[config.mk]
export PLATFORM = sky130hd
export DESIGN_NAME = player_shot_flat
export DESIGN_NICKNAME = d
export VERILOG_FILES = /design/src/rtl/player_shot_if.sv /design/src/rtl/player_shot.sv /design/src/flat_wrapper.sv
export SDC_FILE = /design/constraint.sdc
export NUM_CORES = 1
export LEC_CHECK = 0
export ABC_AREA = 1
export CAP_MARGIN = 40
export CELL_PAD_IN_SITES_DETAIL_PLACEMENT = 1
export CELL_PAD_IN_SITES_GLOBAL_PLACEMENT = 1
export CORE_ASPECT_RATIO = 2
export CORE_MARGIN = 2
export CORE_UTILIZATION = 42
export CTS_BUF_LIST = sky130_fd_sc_hd__clkbuf_16
export CTS_CLUSTER_DIAMETER = 40
export DETAILED_ROUTE_END_ITERATION = 6
export HOLD_SLACK_MARGIN = 0.03
export PLACE_DENSITY = 0.93
export SYNTH_ARGS = -nofsm -noshare
export SYNTH_HDL_FRONTEND = slang
export SYNTH_SLANG_ARGS = --single-unit
export TNS_END_PERCENT = 10
[constraint.sdc]
create_clock -name frame_clk -period 7.2 [get_ports frame_clk]
set_input_delay 0.72 -clock frame_clk [delete_from_list [all_inputs] [get_ports frame_clk]]
set_output_delay 0.72 -clock frame_clk [all_outputs]
set_load 0.02 [all_outputs]
[src/rtl/player_shot_if.sv]
// Player shot bus: keys, cannon and invader geometry in,
// shot geometry, hit strobe and score out.
interface player_shot_if #(
  parameter int N_INV = 10
);
  logic [7:0]         keycode;
  logic [9:0]         PlayerX;
  logic [9:0]         PlayerY;
  logic [9:0]         InvaderS;
  logic [10*N_INV-1:0] InvaderX_all;
  logic [10*N_INV-1:0] InvaderY_all;
  logic [N_INV-1:0]   InvaderOn_all;
  logic [9:0]         ShotX;
  logic [9:0]         ShotY;
  logic [9:0]         ShotW;
  logic [9:0]         ShotH;
  logic               ShotActive;
  logic [N_INV-1:0]   Collision;
  logic [7:0]         HitCount;

  modport master (
    output keycode, PlayerX, PlayerY, InvaderS,
    output InvaderX_all, InvaderY_all, InvaderOn_all,
    input  ShotX, ShotY, ShotW, ShotH,
    input  ShotActive, Collision, HitCount
  );

  modport slave (
    input  keycode, PlayerX, PlayerY, InvaderS,
    input  InvaderX_all, InvaderY_all, InvaderOn_all,
    output ShotX, ShotY, ShotW, ShotH,
    output ShotActive, Collision, HitCount
  );
endinterface

[src/rtl/player_shot.sv]
// Player laser: fire, rise each frame, box-test every invader,
// strobe one-hot Collision to the lowest-index hit.
module player_shot #(
  parameter int N_INV       = 10,
  parameter int SHOT_STEP   = 8,
  parameter int SHOT_HW     = 1,
  parameter int SHOT_HH     = 4,
  parameter int Y_MIN       = 0,
  parameter int COOLDOWN    = 4,
  parameter int FIRE_KEY    = 44,
  parameter int RESTART_KEY = 21
) (
  input logic frame_clk,
  input logic Reset,
  player_shot_if.slave bus
);

  typedef enum logic [1:0] {
    IDLE,
    FLYING,
    COOL
  } state_t;

  state_t           state;
  logic [9:0]       shot_x;
  logic [9:0]       shot_y;
  logic             active;
  logic [N_INV-1:0] coll;
  logic [7:0]       hit_cnt;
  logic [7:0]       cd_cnt;

  logic [N_INV-1:0] hit;
  logic [N_INV-1:0] hit_sel;
  logic             expire;
  logic             cd_done;
  logic             restart;

  // Boxes overlap when centre distance is strictly below the
  // summed half-sizes; 11-bit math keeps the sums from wrapping.
  always_comb begin
    logic [10:0] lim_x, lim_y, sx, sy, ix, iy, dx, dy;
    hit   = '0;
    lim_x = 11'(SHOT_HW) + {1'b0, bus.InvaderS};
    lim_y = 11'(SHOT_HH) + {1'b0, bus.InvaderS};
    sx    = {1'b0, shot_x};
    sy    = {1'b0, shot_y};
    for (int i = 0; i < N_INV; i++) begin
      ix = {1'b0, bus.InvaderX_all[10*i +: 10]};
      iy = {1'b0, bus.InvaderY_all[10*i +: 10]};
      dx = (sx >= ix) ? sx - ix : ix - sx;
      dy = (sy >= iy) ? sy - iy : iy - sy;
      hit[i] = bus.InvaderOn_all[i] && (dx < lim_x) && (dy < lim_y);
    end
  end

  assign hit_sel = hit & (~hit + 1'b1);
  assign expire  = {1'b0, shot_y} < 11'(Y_MIN + SHOT_STEP);
  assign cd_done = (COOLDOWN == 0) || (cd_cnt == 8'(COOLDOWN - 1));
  assign restart = Reset || (bus.keycode == 8'(RESTART_KEY));

  always_ff @(posedge frame_clk) begin
    if (restart) begin
      state   <= IDLE;
      shot_x  <= '0;
      shot_y  <= '0;
      active  <= 1'b0;
      coll    <= '0;
      hit_cnt <= '0;
      cd_cnt  <= '0;
    end else begin
      coll <= '0;
      case (state)
        IDLE: begin
          if (bus.keycode == 8'(FIRE_KEY)) begin
            state  <= FLYING;
            shot_x <= bus.PlayerX;
            shot_y <= bus.PlayerY;
            active <= 1'b1;
          end
        end
        FLYING: begin
          if (|hit) begin
            coll   <= hit_sel;
            active <= 1'b0;
            state  <= COOL;
            cd_cnt <= '0;
            if (hit_cnt != 8'hFF) hit_cnt <= hit_cnt + 8'd1;
          end else if (expire) begin
            active <= 1'b0;
            state  <= COOL;
            cd_cnt <= '0;
          end else begin
            shot_y <= shot_y - 10'(SHOT_STEP);
          end
        end
        COOL: begin
          if (cd_done) state <= IDLE;
          else cd_cnt <= cd_cnt + 8'd1;
        end
        default: state <= IDLE;
      endcase
    end
  end

  assign bus.ShotX      = shot_x;
  assign bus.ShotY      = shot_y;
  assign bus.ShotW      = 10'(SHOT_HW);
  assign bus.ShotH      = 10'(SHOT_HH);
  assign bus.ShotActive = active;
  assign bus.Collision  = coll;
  assign bus.HitCount   = hit_cnt;

endmodule

[src/flat_wrapper.sv]
// flat-port wrapper written by rule: the top's interface ports become plain ports
module player_shot_flat 
#(
  parameter int N_INV       = 10,
  parameter int SHOT_STEP   = 8,
  parameter int SHOT_HW     = 1,
  parameter int SHOT_HH     = 4,
  parameter int Y_MIN       = 0,
  parameter int COOLDOWN    = 4,
  parameter int FIRE_KEY    = 44,
  parameter int RESTART_KEY = 21
)
  (frame_clk, Reset, bus_keycode, bus_PlayerX, bus_PlayerY, bus_InvaderS, bus_InvaderX_all, bus_InvaderY_all, bus_InvaderOn_all, bus_ShotX, bus_ShotY, bus_ShotW, bus_ShotH, bus_ShotActive, bus_Collision, bus_HitCount);
  player_shot_if #(.N_INV(N_INV)) bus_i ();
  input logic frame_clk;
  input logic Reset;
  input wire logic [$bits(bus_i.keycode)-1:0] bus_keycode;
  input wire logic [$bits(bus_i.PlayerX)-1:0] bus_PlayerX;
  input wire logic [$bits(bus_i.PlayerY)-1:0] bus_PlayerY;
  input wire logic [$bits(bus_i.InvaderS)-1:0] bus_InvaderS;
  input wire logic [$bits(bus_i.InvaderX_all)-1:0] bus_InvaderX_all;
  input wire logic [$bits(bus_i.InvaderY_all)-1:0] bus_InvaderY_all;
  input wire logic [$bits(bus_i.InvaderOn_all)-1:0] bus_InvaderOn_all;
  output wire logic [$bits(bus_i.ShotX)-1:0] bus_ShotX;
  output wire logic [$bits(bus_i.ShotY)-1:0] bus_ShotY;
  output wire logic [$bits(bus_i.ShotW)-1:0] bus_ShotW;
  output wire logic [$bits(bus_i.ShotH)-1:0] bus_ShotH;
  output wire logic [$bits(bus_i.ShotActive)-1:0] bus_ShotActive;
  output wire logic [$bits(bus_i.Collision)-1:0] bus_Collision;
  output wire logic [$bits(bus_i.HitCount)-1:0] bus_HitCount;
  assign bus_i.keycode = bus_keycode;
  assign bus_i.PlayerX = bus_PlayerX;
  assign bus_i.PlayerY = bus_PlayerY;
  assign bus_i.InvaderS = bus_InvaderS;
  assign bus_i.InvaderX_all = bus_InvaderX_all;
  assign bus_i.InvaderY_all = bus_InvaderY_all;
  assign bus_i.InvaderOn_all = bus_InvaderOn_all;
  assign bus_ShotX = bus_i.ShotX;
  assign bus_ShotY = bus_i.ShotY;
  assign bus_ShotW = bus_i.ShotW;
  assign bus_ShotH = bus_i.ShotH;
  assign bus_ShotActive = bus_i.ShotActive;
  assign bus_Collision = bus_i.Collision;
  assign bus_HitCount = bus_i.HitCount;
  player_shot #(.N_INV(N_INV), .SHOT_STEP(SHOT_STEP), .SHOT_HW(SHOT_HW), .SHOT_HH(SHOT_HH), .Y_MIN(Y_MIN), .COOLDOWN(COOLDOWN), .FIRE_KEY(FIRE_KEY), .RESTART_KEY(RESTART_KEY)) u_core (.frame_clk(frame_clk), .Reset(Reset), .bus(bus_i));
endmodule
==> summary.txt, run 1 <==
Run status
  – Run status: finished clean

Clock network
  – Num CTS Buffers: 5
  – CTS Root Cell: clkbuf_16
  – Post-cts resize count: 0
  – Post-CTS Setup Inserts: 0
  – H-tree depth: 2
  – CTS tree: built
  – CTS Sinks: 49
  – Clock slew seen by the registers of the worst setup and hold paths: 0.07 ns
  – Clock latency on the worst-skew pair: 0.30 ns
  – Hold_buf cts: 0
  – Maximum clock insertion buffer count: 2

Timing
  – Part of the cycle the worst path needs: 88.8%
  – Fmax: 156 MHz
  – Setup tns final: 0 ns
  – RSZ-0062 raised after global routing: no
  – Fin. max-slew vios: 0
  – Tmin final: 6.40 ns
  – Worst slew pin tran: 0.903 ns
  – Final worst slack: 0.803 ns
  – Final setup fails: 0
  – Worst Skew: 0.00835 ns
  – Slew headroom: 39.7%
  – Final hold viol count: 0

Pwr
  – Pwr dens: 126 mW/mm^2
  – Peak VDD IR: 0.000105 V
  – Pleak: 0.0181 uW

Die
  – Die width: 187 microns
  – I/O pins: 309
  – Initial core utilization: 42.3%
  – Num rows: 134
  – DIE HEIGHT: 370 microns
  – Core ar.: 0.0664 sq mm
  – Die area: 0.0691 sq mm

Worst hold path
  – Worst hold start: u_core.cd_cnt[1]
  – Hold Path Class: flop to flop

Synthesis
  – Mean post-synth cell area: 6.09 sq um
  – Sequential area share after synthesis: 3.49%
  – Synth area leader: ha_1
  – Post-synth EDFFs: 0
  – Syn Inst Count: 4613
  – Synth area leaders: ha_1, nand2_1, inv_1
  – Flops & latches, synth: 49
  – Synthesis warning total: 0
  – Netlist Area Pre-Place: 0.0281 sq mm
  – Synth async-reset ratio: 0%
  – Synth top area share: 27.1%
  – Top_reg_cell synth: dfxtp_1
  – Yosys cell types: 58

Setup path
  – Crit start category: flop
  – Worst R2R Start: u_core.bus.ShotY[2]
  – Worst setup EP type: flop
  – Crit path required time: 7.40 ns
  – Type of the worst setup path: flop to flop
  – Worst path arrival time: 6.60 ns
  – Worst setup path startpoint: u_core.bus.ShotY[2]
  – Worst-path maximum fanout: 12

Run
  – MaxCap Viol Count: 0

Detailed routing
  – Vias post-DR: 31.5k
  – DRT Pass-1 Iters: 5
  – DR WL/cell: 20.9 microns
  – DRT iter0 DRCs: 1907
  – Final wirelength: 120000 microns
  – Via density: 5.50
  – Detail Route Antenna Nets: 0
  – Drc violations: 0

GRT
  – First-pass GRT wire length: 183000 microns
  – Grt ovf: 0
  – Largest net degree at the start of global routing: 30
  – Vias in the first global route: 32.8k
  – GRT Resource Usage Total: 33.6%
  – Initial antenna violation count: 8

Placement
  – Port bufs: 288
  – Routability cong.: 1.00
  – Post-DP HPWL: 98200 microns
  – Placed Instance Area: 0.0320 sq mm
  – Pre-CTS setup slack: 1.03 ns

Cells and area
  – Layout cells sized above 1: 3.02%
  – Nets: 5738
  – Area Overhead vs Synth: 14.3%
  – Final Cell Area: 0.0321 sq mm
==> Yosys cell counts (33+ instances only) <==
cell      instances
a21oi_1         364
a221oi_1         51
buf_4            37
clkbuf_1         82
dfxtp_1          49
fa_1             40
ha_1            608
inv_1           904
nand2_1        1195
nand3_1         125
nand4_1          33
nor2_1          297
nor3_1           42
o21ai_0         168
o21ai_1          58
xnor2_1          53
xor2_1          244
==> critical path, cell delays in order, from the launching register on <==
cell and delay (ns):
dfxtp_1 0.87, inv_1 0.61, ha_1 0.62, nand2_1 0.14, nor2_1 0.13, nor2_1 0.08, o21ai_1 0.19, a21boi_1 0.12
o21ai_0 0.23, nand2_1 0.11, nand3b_1 0.35, inv_2 0.16, nand2_1 0.10, nand2_1 0.06, inv_1 0.05, ha_1 0.23
a21oi_1 0.60, nand3_1 0.15, nor2_1 0.32, nand3_1 0.21, nand2_1 0.12, inv_1 0.11, nand3_4 0.23, nand2_8 0.11
nand2_4 0.11, nand2_1 0.09, nand2_1 0.12, nor2_1 0.05
==> power by group <==
group | internal [uW] | switching [uW] | leakage (uW)
clock | 130 | 118 | 0.0000718
sequential | 300 | 29.8 | 0.000396
combinational | 1250 | 2200 | 0.0177
==> kinds of logic (layout without fill, tap and decap cells) <==
kind of cell    count (synthesis)  count (layout)  share of synthesized area [%]
mux                             1               1                         0.0356
simple gates                 1747            1747                           25.5
other cells                     2              21                         0.0267
flops                          49              49                           3.49
fa+ha+maj                     648             648                           29.9
buf+inv                      1069            1279                           15.0
compound gates                800             800                           16.7
xor+xnor                      297             297                           9.26
==> layout make-up <==
cell class	count	area [sq um]
Antenna cell	1	2.50
Clock buffer	5	125
Clock inverter	3	21.3
Fill cell	9248	34300
Inverter	918	3450
Multi-Input combinational cell	3513	23000
Sequential cell	49	981
Tap cell	884	1110
Timing Repair Buffer	353	3410
==> path summary, 6_finish.rpt <==
path | slack (ns) | cells after the start | endpoint
worst max-delay path | 0.80 | 27 | u_core.bus.ShotY[7]
worst min-delay path | 0.49 | 2 | u_core.cd_cnt[1]
worst max register to register | 0.80 | 27 | u_core.bus.ShotY[7]
worst min register to register | 0.49 | 2 | u_core.cd_cnt[1]
==> flip-flops by register name, summed over array words and instances (netlist names) <==
name	cells
u_core.bus.Collision	10
u_core.bus.ShotX	10
u_core.bus.ShotY	10
u_core.bus.HitCount	8
u_core.cd_cnt	8
u_core.state	2
u_core.bus.ShotActive	1
==> metal layers <==
metal  track usage [%]  wire length [microns]  vias to the layer above
li1                  -                      -                    15000
met1              41.2                  49800                    15100
met2              57.9                  54700                     1069
met3              4.18                   7750                      305
met4              16.6                   7540                       12
met5                 0                     83                        -
==> placed cells by master (no fill, tap or decap), drive strengths merged, types with 2 or more instances in the layout <==
cell type / n
a211oi: 9
a21boi: 28
a21o: 27
a21oi: 369
a221oi: 51
a22oi: 2
a31oi: 4
buf: 64
clkbuf: 6
clkdlybuf4s50: 288
clkinv: 3
conb: 20
dfxtp: 49
fa: 40
ha: 608
inv: 918
nand2: 1201
nand3: 136
nand3b: 15
nand4: 34
nor2: 302
nor3: 42
nor3b: 4
nor4: 11
o2111ai: 17
o211a: 2
o211ai: 12
o21a: 13
o21ai: 232
o21bai: 16
o221a: 6
o221ai: 8
o22ai: 2
xnor2: 53
xor2: 244
==> through the flow <==
stage	total power (uW)	instances	utilization, %	hold WS [ns]
2_1_floorplan	2630	4631	-	0.452
3_3_place_gp	3520	5710	48.0	0.469
3_5_place_dp	3710	5716	48.1	0.485
4_1_cts	3980	5724	48.4	0.493
5_1_grt	4440	5725	48.4	0.520
6_report	4030	5726	48.4	0.492
Power figures use the tool's default switching activity.
==> inputs of run 2 (changes only) <==
- REMOVE_ABC_BUFFERS: not set -> 1
==> summary.txt, run 2 (synthesis results as in run 1) <==
Setup path
  – Slowest CP cell: inv_1
  – Crit path required time: 7.43 ns
  – Worst path arrival time: 6.39 ns
  – Crit start category: flop
  – Worst Path Buf+Inv: 4
  – Type of the worst setup path: flop to flop
  – Worst setup path startpoint: u_core.bus.ShotX[2]
  – Worst setup EP type: flop
  – Family with the most delay on the worst path: simple AND/OR/NAND/NOR gates
  – CP most frequent cell: nand2_1
  – Worst R2R Start: u_core.bus.ShotX[2]
  – CP peak stage delay: 0.67 ns
  – Worst-path maximum fanout: 16

Pwr
  – Pwr dens: 126 mW/mm^2
  – Pleak: 0.0181 uW
  – Peak VDD IR: 0.000139 V

GRT
  – GR Util met3: 3.56%
  – Largest net degree at the start of global routing: 30
  – GRT Resource Usage Total: 33.8%
  – First-pass GRT wire length: 184000 microns
  – GRT busiest layer: met2
  – Initial antenna violation count: 3
  – Vias in the first global route: 33.6k
  – Grt ovf: 0
  – GR Util met2: 57.8%
  – Met1 Usage GRT: 40.9%

Die
  – Core ar.: 0.0664 sq mm
  – Num rows: 134
  – Die width: 187 microns
  – I/O pins: 309
  – DIE HEIGHT: 370 microns
  – Die area: 0.0691 sq mm
  – Initial core utilization: 42.3%

Timing
  – Fin. max-slew vios: 0
  – Part of the cycle the worst path needs: 85.4%
  – Setup tns final: 0 ns
  – Final worst slack: 1.05 ns
  – Fmax: 163 MHz
  – Final setup fails: 0
  – Slew headroom: 38.4%
  – Worst Skew: 0.0126 ns
  – RSZ-0062 raised after global routing: no
  – Tmin final: 6.15 ns
  – Final hold viol count: 0
  – Worst slew pin tran: 0.923 ns

Placement
  – Placed Cells: 5716
  – Pre-CTS setup slack: 0.985 ns
  – Routability cong.: 0.987
  – Post-DP HPWL: 97500 microns
  – Port bufs: 288

Run status
  – Run status: finished clean

Clock network
  – Hold_buf cts: 0
  – Clock slew seen by the registers of the worst setup and hold paths: 0.08 ns
  – CTS tree: built
  – Clock latency on the worst-skew pair: 0.31 ns
  – CTS Sinks: 49
  – Num CTS Buffers: 5
  – Post-CTS Setup Inserts: 0
  – CTS Root Cell: clkbuf_16
  – Post-cts resize count: 0
  – Maximum clock insertion buffer count: 2
  – H-tree depth: 2

Detailed routing
  – Vias post-DR: 31.7k
  – Via density: 5.54
  – Drc violations: 0
  – DR WL/cell: 20.9 microns
  – Final wirelength: 120000 microns
  – DRT iter0 DRCs: 1881
  – Detail Route Antenna Nets: 0
  – DRT Pass-1 Iters: 5

Cells and area
  – Most frequent cells in the layout: nand2_1, inv_1, ha_1
  – Most common cell after layout, fill and taps aside: nand2_1
  – Area Overhead vs Synth: 14.3%
  – Nets: 5737
  – Post-route insts no fill: 5726
  – Layout cells sized above 1: 2.93%

Worst hold path
  – Worst hold start: u_core.bus.ShotActive
  – Hold Path Class: flop to flop

Run
  – MaxCap Viol Count: 0
==> run 2: changes by cell type in the layout (fill, tap and decap cells not counted), moves of 2 or more <==
| cell | delta |
|---|---|
| xor2_1 | +5 |
| xor2_2 | -5 |
| buf_6 | -3 |
| buf_16 | +2 |
==> run 2: metrics by stage <==
step | hold slack, ns | power [uW] | utilization (%) | area, sq um
after floorplan | 0.452 | 2600 | - | 27400
after global placement | 0.453 | 3510 | 47.9 | 31800
after detailed placement | 0.472 | 3720 | 48.1 | 31900
after CTS | 0.490 | 4000 | 48.3 | 32100
after global routing | 0.528 | 4460 | 48.3 | 32100
final | 0.491 | 4040 | 48.4 | 32100
==> run 2: layout make-up <==
class / count / area (sq um)
antenna: 2 / 5.00
clock buffer: 5 / 125
clock inverter: 3 / 28.8
fill: 9305 / 34300
inverter: 918 / 3450
multi-input combinational: 3513 / 23000
sequential: 49 / 981
tap: 884 / 1110
timing repair buffer: 352 / 3430
==> run 2: routing by layer <==
| metal | vias up | routed length (microns) |
|---|---|---|
| li1 | 15000 | - |
| met1 | 15100 | 48700 |
| met2 | 1191 | 55000 |
| met3 | 371 | 7740 |
| met4 | 4 | 8310 |
| met5 | - | 27 |
==> run 2: worst paths after layout <==
path	end	slack (ns)	cells after the start
max	u_core.cd_cnt[0]	1.05	27
min	u_core.bus.ShotActive	0.49	2
max reg2reg	u_core.cd_cnt[0]	1.05	27
min reg2reg	u_core.bus.ShotActive	0.49	2
==> run 2: worst min-delay path, cell delays in order (launching register included) <==
cell and delay (ns):
dfxtp_1 0.33, nand2_1 0.07, a21oi_1 0.05
==> run 2: where the power goes <==
part	internal [uW]	total [uW]	switching [uW]
registers	300	330	29.7
logic	1260	3450	2200
clock network	134	262	129
total	1690	4040	2350
==> inputs of run 3 (changes only) <==
--- a/config.mk
+++ b/config.mk
@@ -20,2 +20,3 @@
 export REMOVE_ABC_BUFFERS = 1
+export SKIP_CTS_REPAIR_TIMING = 1
 export SYNTH_ARGS = -nofsm -noshare
==> constraint.sdc (replaced) <==
create_clock -name frame_clk -period 7.2 [get_ports frame_clk]
set_input_delay 2.16 -clock frame_clk [delete_from_list [all_inputs] [get_ports frame_clk]]
set_output_delay 2.16 -clock frame_clk [all_outputs]
set_load 0.02 [all_outputs]
==> summary.txt, run 3 (synthesis results as in run 1) <==
Run status
  – Run status: finished clean

Setup path
  – CP most frequent cell: nand2_1
  – Slowest CP cell: clkdlybuf4s50_1
  – Worst Path Buf+Inv: 4
  – Crit path required time: 7.40 ns
  – CP peak stage delay: 0.61 ns
  – Worst-path maximum fanout: 9
  – Type of the worst setup path: input port to flop
  – Family with the most delay on the worst path: simple AND/OR/NAND/NOR gates
  – Crit start category: input port
  – Worst path arrival time: 7.10 ns
  – Worst setup EP type: flop

Cells and area
  – Most frequent cells in the layout: nand2_1, inv_1, ha_1
  – Nets: 5749
  – Most common cell after layout, fill and taps aside: nand2_1
  – Post-route insts no fill: 5737
  – Layout cells sized above 1: 3.32%
  – Fill count: 9189
  – Area Overhead vs Synth: 14.9%

Die
  – Num rows: 134
  – Core ar.: 0.0664 sq mm
  – DIE HEIGHT: 370 microns
  – Die width: 187 microns
  – Initial core utilization: 42.3%
  – I/O pins: 309
  – Die area: 0.0691 sq mm

Clock network
  – CTS Sinks: 49
  – Clock latency on the worst-skew pair: 0.31 ns
  – Clock slew seen by the registers of the worst setup and hold paths: 0.09 ns
  – CTS tree: built
  – Num CTS Buffers: 5
  – CTS Root Cell: clkbuf_16
  – Maximum clock insertion buffer count: 2
  – H-tree depth: 2

Run
  – MaxCap Viol Count: 0

Timing
  – Fmax: 145 MHz
  – Part of the cycle the worst path needs: 95.9%
  – Hold WS: 0.502 ns
  – Final hold viol count: 0
  – Final setup fails: 0
  – Worst slew pin tran: 0.948 ns
  – RSZ-0062 raised after global routing: no
  – Fin. max-slew vios: 0
  – Worst Skew: 0.0182 ns
  – Tmin final: 6.90 ns
  – Slew headroom: 36.7%

Pwr
  – Total Power: 4060 uW
  – Peak VDD IR: 0.000119 V
  – Pleak: 0.0183 uW
  – Pwr dens: 126 mW/mm^2

Detailed routing
  – Vias post-DR: 31.5k
  – DRT iter0 DRCs: 1575
  – Drc violations: 0
  – Via density: 5.48
  – Detail Route Antenna Nets: 0
  – Final wirelength: 120000 microns
  – DRT Pass-1 Iters: 5
  – DR WL/cell: 20.9 microns

GRT
  – Grt ovf: 0
  – Initial antenna violation count: 7
  – Largest net degree at the start of global routing: 30
  – GRT Resource Usage Total: 33.8%
  – Vias in the first global route: 33.7k
  – First-pass GRT wire length: 184000 microns

Placement
  – Placed Cells: 5724
  – Port bufs: 288
  – Routability cong.: 0.976
  – Post-DP HPWL: 98600 microns

Worst hold path
  – Hold Path Class: flop to flop
run 3: cell types whose count changed in the layout (fill, tap and decap cells not counted), sizes merged:
cell / before / now
buf: 64 / 76
clkinv: 2 / 4
diode: 2 / 1
inv: 919 / 917
run 3: stage by stage:
stage                     worst slack, ns  area [sq um]  setup TNS (ns)  utilization, %
final                               0.299         32300               0            48.6
after detailed placement          -0.0684         32100          -0.600            48.3
after global routing               0.0193         32300               0            48.6
after CTS                           0.201         32200               0            48.5
after global placement             0.0187         31900               0            48.0
after floorplan                      1.61         27400               0               -
run 3: power breakdown:
group	leakage, uW	total (uW)	switching, uW	internal [uW]
Combinational	0.0178	3470	2210	1260
Clock	0.0000768	261	128	134
Sequential	0.000396	328	28.1	300
Total	0.0183	4060	2370	1700
run 3: final timing paths:
| path | startpoint | endpoint | slack, ns | cells after the start |
|---|---|---|---|---|
| worst max-delay path | bus_InvaderY_all[21] | u_core.bus.ShotY[6] | 0.30 | 27 |
| worst min register to register | u_core.state[0] | u_core.state[0] | 0.50 | 2 |
| worst min-delay path | u_core.state[0] | u_core.state[0] | 0.50 | 2 |
| worst max register to register | u_core.bus.ShotY[2] | u_core.bus.ShotY[6] | 1.40 | 29 |
run 3: layout make-up:
class | instances | area [sq um] | area share [%]
inverters | 918 | 3450 | 10.7
multi-input cells | 3513 | 23000 | 71.2
well taps | 884 | 1110 | 3.43
repair buffers | 364 | 3590 | 11.1
clock inverters | 3 | 33.8 | 0.105
clock buffers | 5 | 125 | 0.388
diodes | 1 | 2.50 | 0.00775
flip-flops and latches | 49 | 981 | 3.04
run 3: worst reg2reg max path: cells and delay by family, from the launching register on:
family                     cells  cell delay (ns)
AOI/OAI and AO/OA              6             1.32
DFF                            1             0.32
buffers and inverters          6             1.24
adders and majority gates      2             0.71
and+or+nand+nor               15             2.09
run 3: metal layers:
| layer | global-route usage (%) | share of wire (%) |
|---|---|---|
| met1 | 39.9 | 41 |
| met5 | 0 | 0.053 |
| met4 | 20.2 | 7.2 |
| met2 | 57.8 | 46 |
| met3 | 5.13 | 5.9 |
